$ cat src/rtl/mem_bus_responder.sv
// rtl/mem_bus_responder.sv - multicycle word RAM responder on a byte-address valid/ready bus
// Optional byte-lane store strobes: define MEM_BYTE_STROBE_EN to add req_wstrb.
module mem_bus_responder #(
  parameter int    DEPTH_WORDS = 64,
  parameter int    LATENCY     = 2,
  parameter string INIT_FILE   = "riscvtest.txt"
) (
  input  logic        clk,
  input  logic        reset,
  input  logic        req_valid,
  output logic        req_ready,
  input  logic        req_we,
  input  logic [31:0] req_addr,
  input  logic [31:0] req_wdata,
`ifdef MEM_BYTE_STROBE_EN
  input  logic [3:0]  req_wstrb,
`endif
  output logic        rsp_valid,
  input  logic        rsp_ready,
  output logic [31:0] rsp_rdata,
  output logic        rsp_err
);
  localparam int         IDX_W    = (DEPTH_WORDS > 1) ? $clog2(DEPTH_WORDS) : 1;
  localparam logic [3:0] CNT_INIT = (LATENCY > 0) ? 4'(LATENCY - 1) : 4'd0;
  localparam bit         ZERO_LAT = (LATENCY == 0);

  typedef enum logic [1:0] {IDLE, WAIT, RESP} state_t;
  state_t state, state_n;

  logic [3:0]       cnt;
  logic             cap_we;
  logic [31:0]      cap_addr;
  logic [31:0]      cap_wdata;
  logic             accept;
  logic             do_access;
  logic             acc_we;
  logic [31:0]      acc_addr;
  logic [31:0]      acc_wdata;
  logic             acc_err;
  logic             misalign;
  logic [IDX_W-1:0] acc_idx;
`ifdef MEM_BYTE_STROBE_EN
  logic [3:0]       cap_wstrb;
  logic [3:0]       acc_wstrb;
`endif

  logic [31:0] mem [DEPTH_WORDS];

  assign req_ready = (state == IDLE) && reset;
  assign accept    = req_valid && req_ready;
  assign do_access = (state == IDLE && accept && ZERO_LAT) || (state == WAIT && cnt == 4'd0);

  // With zero latency the access happens on the accept edge, so it must use the live request.
  always_comb begin
    acc_we    = cap_we;
    acc_addr  = cap_addr;
    acc_wdata = cap_wdata;
`ifdef MEM_BYTE_STROBE_EN
    acc_wstrb = cap_wstrb;
`endif
    if (state == IDLE) begin
      acc_we    = req_we;
      acc_addr  = req_addr;
      acc_wdata = req_wdata;
`ifdef MEM_BYTE_STROBE_EN
      acc_wstrb = req_wstrb;
`endif
    end
  end

`ifdef MEM_BYTE_STROBE_EN
  assign misalign = (acc_addr[1:0] != 2'b00) && (!acc_we || acc_wstrb == 4'hF);
`else
  assign misalign = (acc_addr[1:0] != 2'b00);
`endif
  assign acc_err = misalign || ({2'b00, acc_addr[31:2]} >= 32'(DEPTH_WORDS));
  assign acc_idx = acc_addr[IDX_W+1:2];

  always_ff @(posedge clk) begin
    if (!reset) state <= IDLE;
    else        state <= state_n;
  end

  always_comb begin
    state_n = state;
    case (state)
      IDLE:    if (accept) state_n = ZERO_LAT ? RESP : WAIT;
      WAIT:    if (cnt == 4'd0) state_n = RESP;
      RESP:    if (rsp_ready) state_n = IDLE;
      default: state_n = IDLE;
    endcase
  end

  always_ff @(posedge clk) begin
    if (!reset) begin
      cnt       <= 4'd0;
      cap_we    <= 1'b0;
      cap_addr  <= 32'd0;
      cap_wdata <= 32'd0;
`ifdef MEM_BYTE_STROBE_EN
      cap_wstrb <= 4'd0;
`endif
      rsp_valid <= 1'b0;
      rsp_rdata <= 32'd0;
      rsp_err   <= 1'b0;
    end else begin
      case (state)
        IDLE: if (accept) begin
          cap_we    <= req_we;
          cap_addr  <= req_addr;
          cap_wdata <= req_wdata;
`ifdef MEM_BYTE_STROBE_EN
          cap_wstrb <= req_wstrb;
`endif
          cnt       <= CNT_INIT;
        end
        WAIT: if (cnt != 4'd0) cnt <= cnt - 4'd1;
        RESP: if (rsp_ready) begin
          rsp_valid <= 1'b0;
          rsp_err   <= 1'b0;
        end
        default: ;
      endcase
      if (do_access) begin
        rsp_valid <= 1'b1;
        rsp_err   <= acc_err;
        rsp_rdata <= (acc_we || acc_err) ? 32'd0 : mem[acc_idx];
      end
    end
  end

  // Array is never reset; the write is gated so a reset edge cannot commit a pending store.
  always_ff @(posedge clk) begin
    if (reset && do_access && acc_we && !acc_err) begin
`ifdef MEM_BYTE_STROBE_EN
      for (int i = 0; i < 4; i++)
        if (acc_wstrb[i]) mem[acc_idx][8*i +: 8] <= acc_wdata[8*i +: 8];
`else
      mem[acc_idx] <= acc_wdata;
`endif
    end
  end
endmodule
$ cat config.mk
export PLATFORM = sky130hd
export DESIGN_NAME = mem_bus_responder
export DESIGN_NICKNAME = d
export VERILOG_FILES = /design/src/rtl/mem_bus_responder.sv
export SDC_FILE = /design/constraint.sdc
export NUM_CORES = 2
export LEC_CHECK = 0
export CAP_MARGIN = 20
export CORE_MARGIN = 2
export CORE_UTILIZATION = 39
export CTS_CLUSTER_DIAMETER = 200
export DETAILED_ROUTE_END_ITERATION = 8
export DONT_BUFFER_PORTS = 1
export PLACE_DENSITY = 0.65
export REMOVE_ABC_BUFFERS = 1
export SLEW_MARGIN = 20
export SYNTH_ARGS = -nofsm -noshare
export SYNTH_HDL_FRONTEND = slang
export SYNTH_SLANG_ARGS = --single-unit
$ cat constraint.sdc
create_clock -name clk -period 4.3 [get_ports clk]
set_input_delay 0.86 -clock clk [delete_from_list [all_inputs] [get_ports clk]]
set_output_delay 0.86 -clock clk [all_outputs]
set_load 0.01 [all_outputs]
## Word-level counts from Yosys, hierarchy flattened

Memory sizes are Yosys's and may differ from the RTL's.
Index checks and enable logic that the tools add are counted.

- Add/subtract/negate cells: 1
- $lt $le $gt $ge: 1
- Reduce and logical (&&, ||, !) cells: 20
- Equality and inequality tests: 6
- Multiplexer cells: 17

Operator list:

| operator | count |
|---|---|
| two-way mux 32 bit | 3 |
| >= comparator 30 x 7 -> 1 bit, second input constant | 1 |
| two-way mux 4 bit | 2 |
| case mux 4 bit (2 select lines) | 1 |
| nonzero test 2 bit | 4 |
| two-way mux 1 bit | 7 |
| logical AND 1 bit | 6 |
| two-way mux 2 bit | 3 |
| case mux 2 bit (3 select lines) | 1 |
| AND reduction 3 bit | 2 |
| logical NOT 4 bit | 1 |
| inequality test 2 x 1 -> 1 bit, second input constant | 2 |
| inequality test 2 bit, second input constant | 2 |
| AND reduction 2 bit | 2 |
| nonzero test 4 bit | 1 |
| subtractor 4 x 1 -> 4 bit, second input constant | 1 |
| == test 2 x 1 -> 1 bit, second input constant | 1 |
| == test 2 bit, second input constant | 1 |
| logical NOT 2 bit | 1 |
| logical OR 1 bit | 2 |
| logical NOT 1 bit | 1 |

- Memories: 1
- Memory bits (writable): 2048
- Output and inout port bits: 35
- Register bits: 105

Memory list:

| name | words | width | rd ports | clocked after memory_dff | wr ports | RTL line | text |
|---|---|---|---|---|---|---|---|
| mem | 64 | 32 | 1 | 0 | 1 | 47 | `logic [31:0] mem [DEPTH_WORDS];` |

## Longest topological paths before layout

- Depth in word-level cells: 8
- Gate-level depth with buffers: 14
- Depth with buffers taken out: 9

## Worst setup path after synthesis

OpenSTA, ideal clock, no wires.

- Path kind: input port to flip-flop
- Start: in req_addr[6]
- End: mem mem[35][0], enable pin
- Data arrival time: 3.657 ns
- Path slack: 0.222 ns
- Cell stages on the path: 6
- Buffers on the path: 2
- Required time: 3.879 ns
- Setup time: 0.421 ns
- Cell sequence: or4b_2 > o21ai_0 > nand2_1 > clkbuf_1 > buf_1 > nor2_1

- Longest elaborated chain between the ends: 7

RTL lines:

| item | RTL line | text |
|---|---|---|
| start, declared | 13 | `input logic [31:0] req_addr,` |
| two-way mux 32 bit (*) | 61 | `if (state == IDLE) begin` |
| >= comparator 30 x 7 -> 1 bit | 76 | `assign acc_err = misalign \|\| ({2'b00, acc_addr[31:2]} >= 32'(DEPTH_WORDS));` |
| logical OR 1 bit | 76 |  |
| logical NOT 1 bit | 134 | `if (reset && do_access && acc_we && !acc_err) begin` |
| logical AND 1 bit | 134 |  |
| two-way mux 1 bit | 134 |  |
| two-way mux 1 bit (not written as such) | 139 | `mem[acc_idx] <= acc_wdata;` |
| end, declared | 47 |  |

Mark *: on every way between the ends. The rest lies on a longest branch, timed or not.

## Final worst setup path

- Start: reg state[1]
- End: reg rsp_rdata[20]

- Longest elaborated chain between the ends: 6
- Elaborated cells between the ends (all ways): 11

RTL lines:

| item | RTL line | text |
|---|---|---|
| start, declared | 28 | `state_t state, state_n;` |
| start signal, assigned | 81 | `else state <= state_n;` |
| logical NOT 2 bit | 61 |  |
| two-way mux 32 bit | 61 |  |
| >= comparator 30 x 7 -> 1 bit or nonzero test 2 bit (tied branches) | 76, 74 |  |
| logical OR 1 bit | 76 |  |
| logical OR 1 bit | 127 | `rsp_rdata <= (acc_we \|\| acc_err) ? 32'd0 : mem[acc_idx];` |
| two-way mux 32 bit | 127 |  |
| end signal, assigned | 127 |  |
| end, declared | 20 | `output logic [31:0] rsp_rdata,` |

Several ways; a longest one is shown, not always the timed one.
A chain may end at the register's enable or synchronous reset.

==> summary.md <==
| Metric | Value |
|---|---|
| Post-route cell area | around 94000 um2 |
| Total grt overflow | 0 |
| Number of flops mapped to enable cells by yosys | a little over 2000 |
| Drt drc | 0 |
| Adder-cell area share of the yosys netlist | less than 1% |
| Hold Crit Class | in -> reg |
| Synth warnings | 0 |
| Setup Fix Bufs, Post-CTS | 0 |
| Critical path class | reg -> reg |
| I/O pins | around 100 |
| Layout cell share with drive strength beyond 1 | between 10% and 20% |
| Crit-path slowest cell | mux2_2 |
| Gr usage total | ~27% |
| Maximum VDD drop | roughly 420 uV |
| Post-Synth XOR/XNOR Area | 0.02162% |
| Leakage Power | approximately 30 nW |
| CORE AREA | between 200000 and 250000 um2 |
| Detailed Routing Iterations Pass 1 | 9 |
| Initial antenna violation count | 12 |
| Nets | between 5000 and 6000 |
| DR vias | about 55000 |
| CP required | 5090 ps |
| TNS Setup | 0 ps |
| Critical path cell sequence | buf_4, nor2_4, mux2_2, buf_4, o221ai_1, a222oi_1, o211ai_1, nor4_1, a22o_1 |
| Avg Cell Area, Syn | around 15 um2 |
| Relative slew slack | 18.33% |
| WP data arrival | approximately 5000 ps |
| Cells after synthesis | about 5400 |
| Critical path's most frequent cell | buf_4 |
| TritonCTS clock tree | done |
| Non-filler cells in the finished layout | around 8500 |
| Die area | 211400 um2 |
| Routed wire per std cell | about 35 um |
| Hold buffer count at cts | 0 |
| Largest net degree at the start of global routing | roughly 100 |
| Slew @ Worst Pin | around 1200 ps |
| Vias in the first global route | 51340 |
| Max Buffers Root-to-Sink | 3 |
| Hold Slack | 114.2 ps |
| Post-CTS Resized | 0 |
| Fmax | between 200 and 250 MHz |
| R2R depth | 9 |
| Largest family of logic cells by synthesized area | compound AO/OA/AOI/OAI gates |
| Remaining antenna violation count | 0 |
| Post-synthesis mux area share | between 1 and 1.5% |
| Fin Clk Skew | roughly 40 ps |
| CTS Buf Count | around 200 |
| Post-synth top area share | 75.92% |
| Post-synthesis cell area | a little over 80000 um2 |
| Register area share after synthesis | between 70% and 80% |
| Cell Rows | between 150 and 200 |
| Final Hold Vio Count | 0 |
| Setup violators final | 0 |
| Most common cell after layout, fill and taps aside | edfxtp_1 |
| Sequential Area | approximately 64000 um2 |
| Clock transition at the registers of the reported paths | ~70 ps |
| Setup crit start kind | flip-flop |
| Register bit total from synthesis | about 2200 |
| Top_reg_cell synth | edfxtp_1 |
| Leading area contributor after synthesis | edfxtp_1 |
| Die W | 459.7 um |
| WP depth | 9 |
| Crit path time final | 4143 ps |
| H-Tree Level Count | 4 |
| Async SR Flop Fraction | 0% |
| Pre-CTS WS | around 350 ps |
| Gpl congestion | a little over 0.9 |
| Routed vias/inst | 6.476 |
| Max-cap violations | 0 |
| Setup crit end kind | flip-flop |
| Tcrit/Tclk final | around 96% |
| Most frequent cells in the layout | 2048 x edfxtp_1, 1022 x nand2_1, 460 x o22ai_1, 238 x buf_4, 210 x a21oi_1 |
| Worst skew pair latency | between 800 and 900 ps |
| Initial core utilization | about two fifths |
| Status | finished, final reports clean |
| Post-Synth Simple-Gate Area | ~8% |
| Critical path's largest stage delay | 900 ps |
| Tot Pwr | 45.63 mW |
| Port Buffers | 0 |
| CP top delay family | compound AO/OA/AOI/OAI gates |
| Post-route setup slack | between 150 and 200 ps |
| Complex-gate fraction of the synthesized area | about a tenth |
| Post-Place Cells | 8116 |
| Fin. max-slew vios | 0 |
| Area contributors post-synth | edfxtp_1 76%, nand2_1 4.9%, o22ai_1 3.6% |
| Hold path depth | 2 |
| Die height | roughly 460 um |
| Total clock sinks | between 2000 and 2500 |
| Synth unique cells | between 70 and 80 |
| Placed cell areas | 87240 um2 |
| DR iter-0 viols | about 10000 |
| First-pass GRT wire length | 408.2 mm |
| DP HPWL | between 150 and 200 mm |
| Detailed Route WL | between 200 and 300 mm |
| Multi-input gate area | around 16000 um2 |
| RSZ-0062 raised after global routing | false |
| Final Util | 45.50% |
| Root Driver | clkbuf_16 |
| # fillers | ~18000 |
| Area Growth Syn to Fin | 16.19% |
| CP bufs+invs | 2 |
| CP Max Fanout | 21 |
| Power Density | ~480 nW/um2 |
## cells in the mapped netlist (10+ instances only)
library cell,n
a211oi_1,10
a21oi_1,210
a222oi_1,12
a22o_1,20
a22oi_1,14
a31oi_1,89
a32o_1,27
a32oi_1,113
buf_1,33
buf_2,183
buf_4,30
clkbuf_1,90
dfxtp_1,105
edfxtp_1,2048
mux2i_1,71
nand2_1,1062
nand3_1,169
nand4_1,25
nor2_1,189
nor3_1,60
nor4_1,42
o21ai_0,125
o221ai_1,49
o22ai_1,460
o31ai_1,27
or4_1,10
## path summary, 6_finish.rpt
path | to | slack [ps] | from
worst min register to register | cap_wdata[0] | 460 | cap_wdata[0]
worst max-delay path | rsp_rdata[20] | 160 | state[1]
worst min-delay path | cap_wdata[0] | 110 | req_wdata[0]
worst max register to register | rsp_rdata[20] | 160 | state[1]
## registers in the layout, summed over array words and instances (netlist names)
name / count
rsp_err: 1
cap_addr: 32
mem: 2048
cap_we: 1
rsp_valid: 1
cap_wdata: 32
rsp_rdata: 32
cnt: 4
state: 2
## worst reg2reg max path, delay by kind of cell, from the launching register on
kind | cells | cell delay (ps)
AO/OA/AOI/OAI | 4 | 1420
buffers and inverters | 2 | 680
flip-flops | 1 | 310
multiplexers | 1 | 910
AND/OR/NAND/NOR | 2 | 780
## power breakdown
group | leakage [nW] | internal [mW] | switching [mW]
logic | 7.43 | 0.952 | 2.94
clock network | 3.31 | 10.4 | 7.93
registers | 19.3 | 23.3 | 0.0345
total | 30.1 | 34.7 | 10.9
## cells by family after synthesis
| family | Yosys count |
|---|---|
| buffers and inverters | 348 |
| xor gates and xnor gates | 2 |
| AOI/OAI and AO/OA | 1230 |
| and+or+nand+nor | 1601 |
| muxes | 82 |
| DFF | 2153 |
| adders and majority gates | 2 |
## layer usage
layer  part of all wire (%)  track usage, %  wire (um)  vias up
met5                  0.035               0        103        -
met4                    6.3           14.56      18780       12
met3                     15           7.282      44890      978
met2                     44           41.24     130500     5069
met1                     35           36.60     103500    27450
li1                       -               -          -    21580
## area by class of cell
class,instances,area share (%)
Antenna cell,6,0.01595
Clock buffer,276,5.969
Clock inverter,107,1.234
Inverter,3,0.01196
Multi-Input combinational cell,2917,17.51
Sequential cell,2153,67.58
Tap cell,2704,3.595
Timing Repair Buffer,340,4.084
Power figures use the tool's default switching activity.
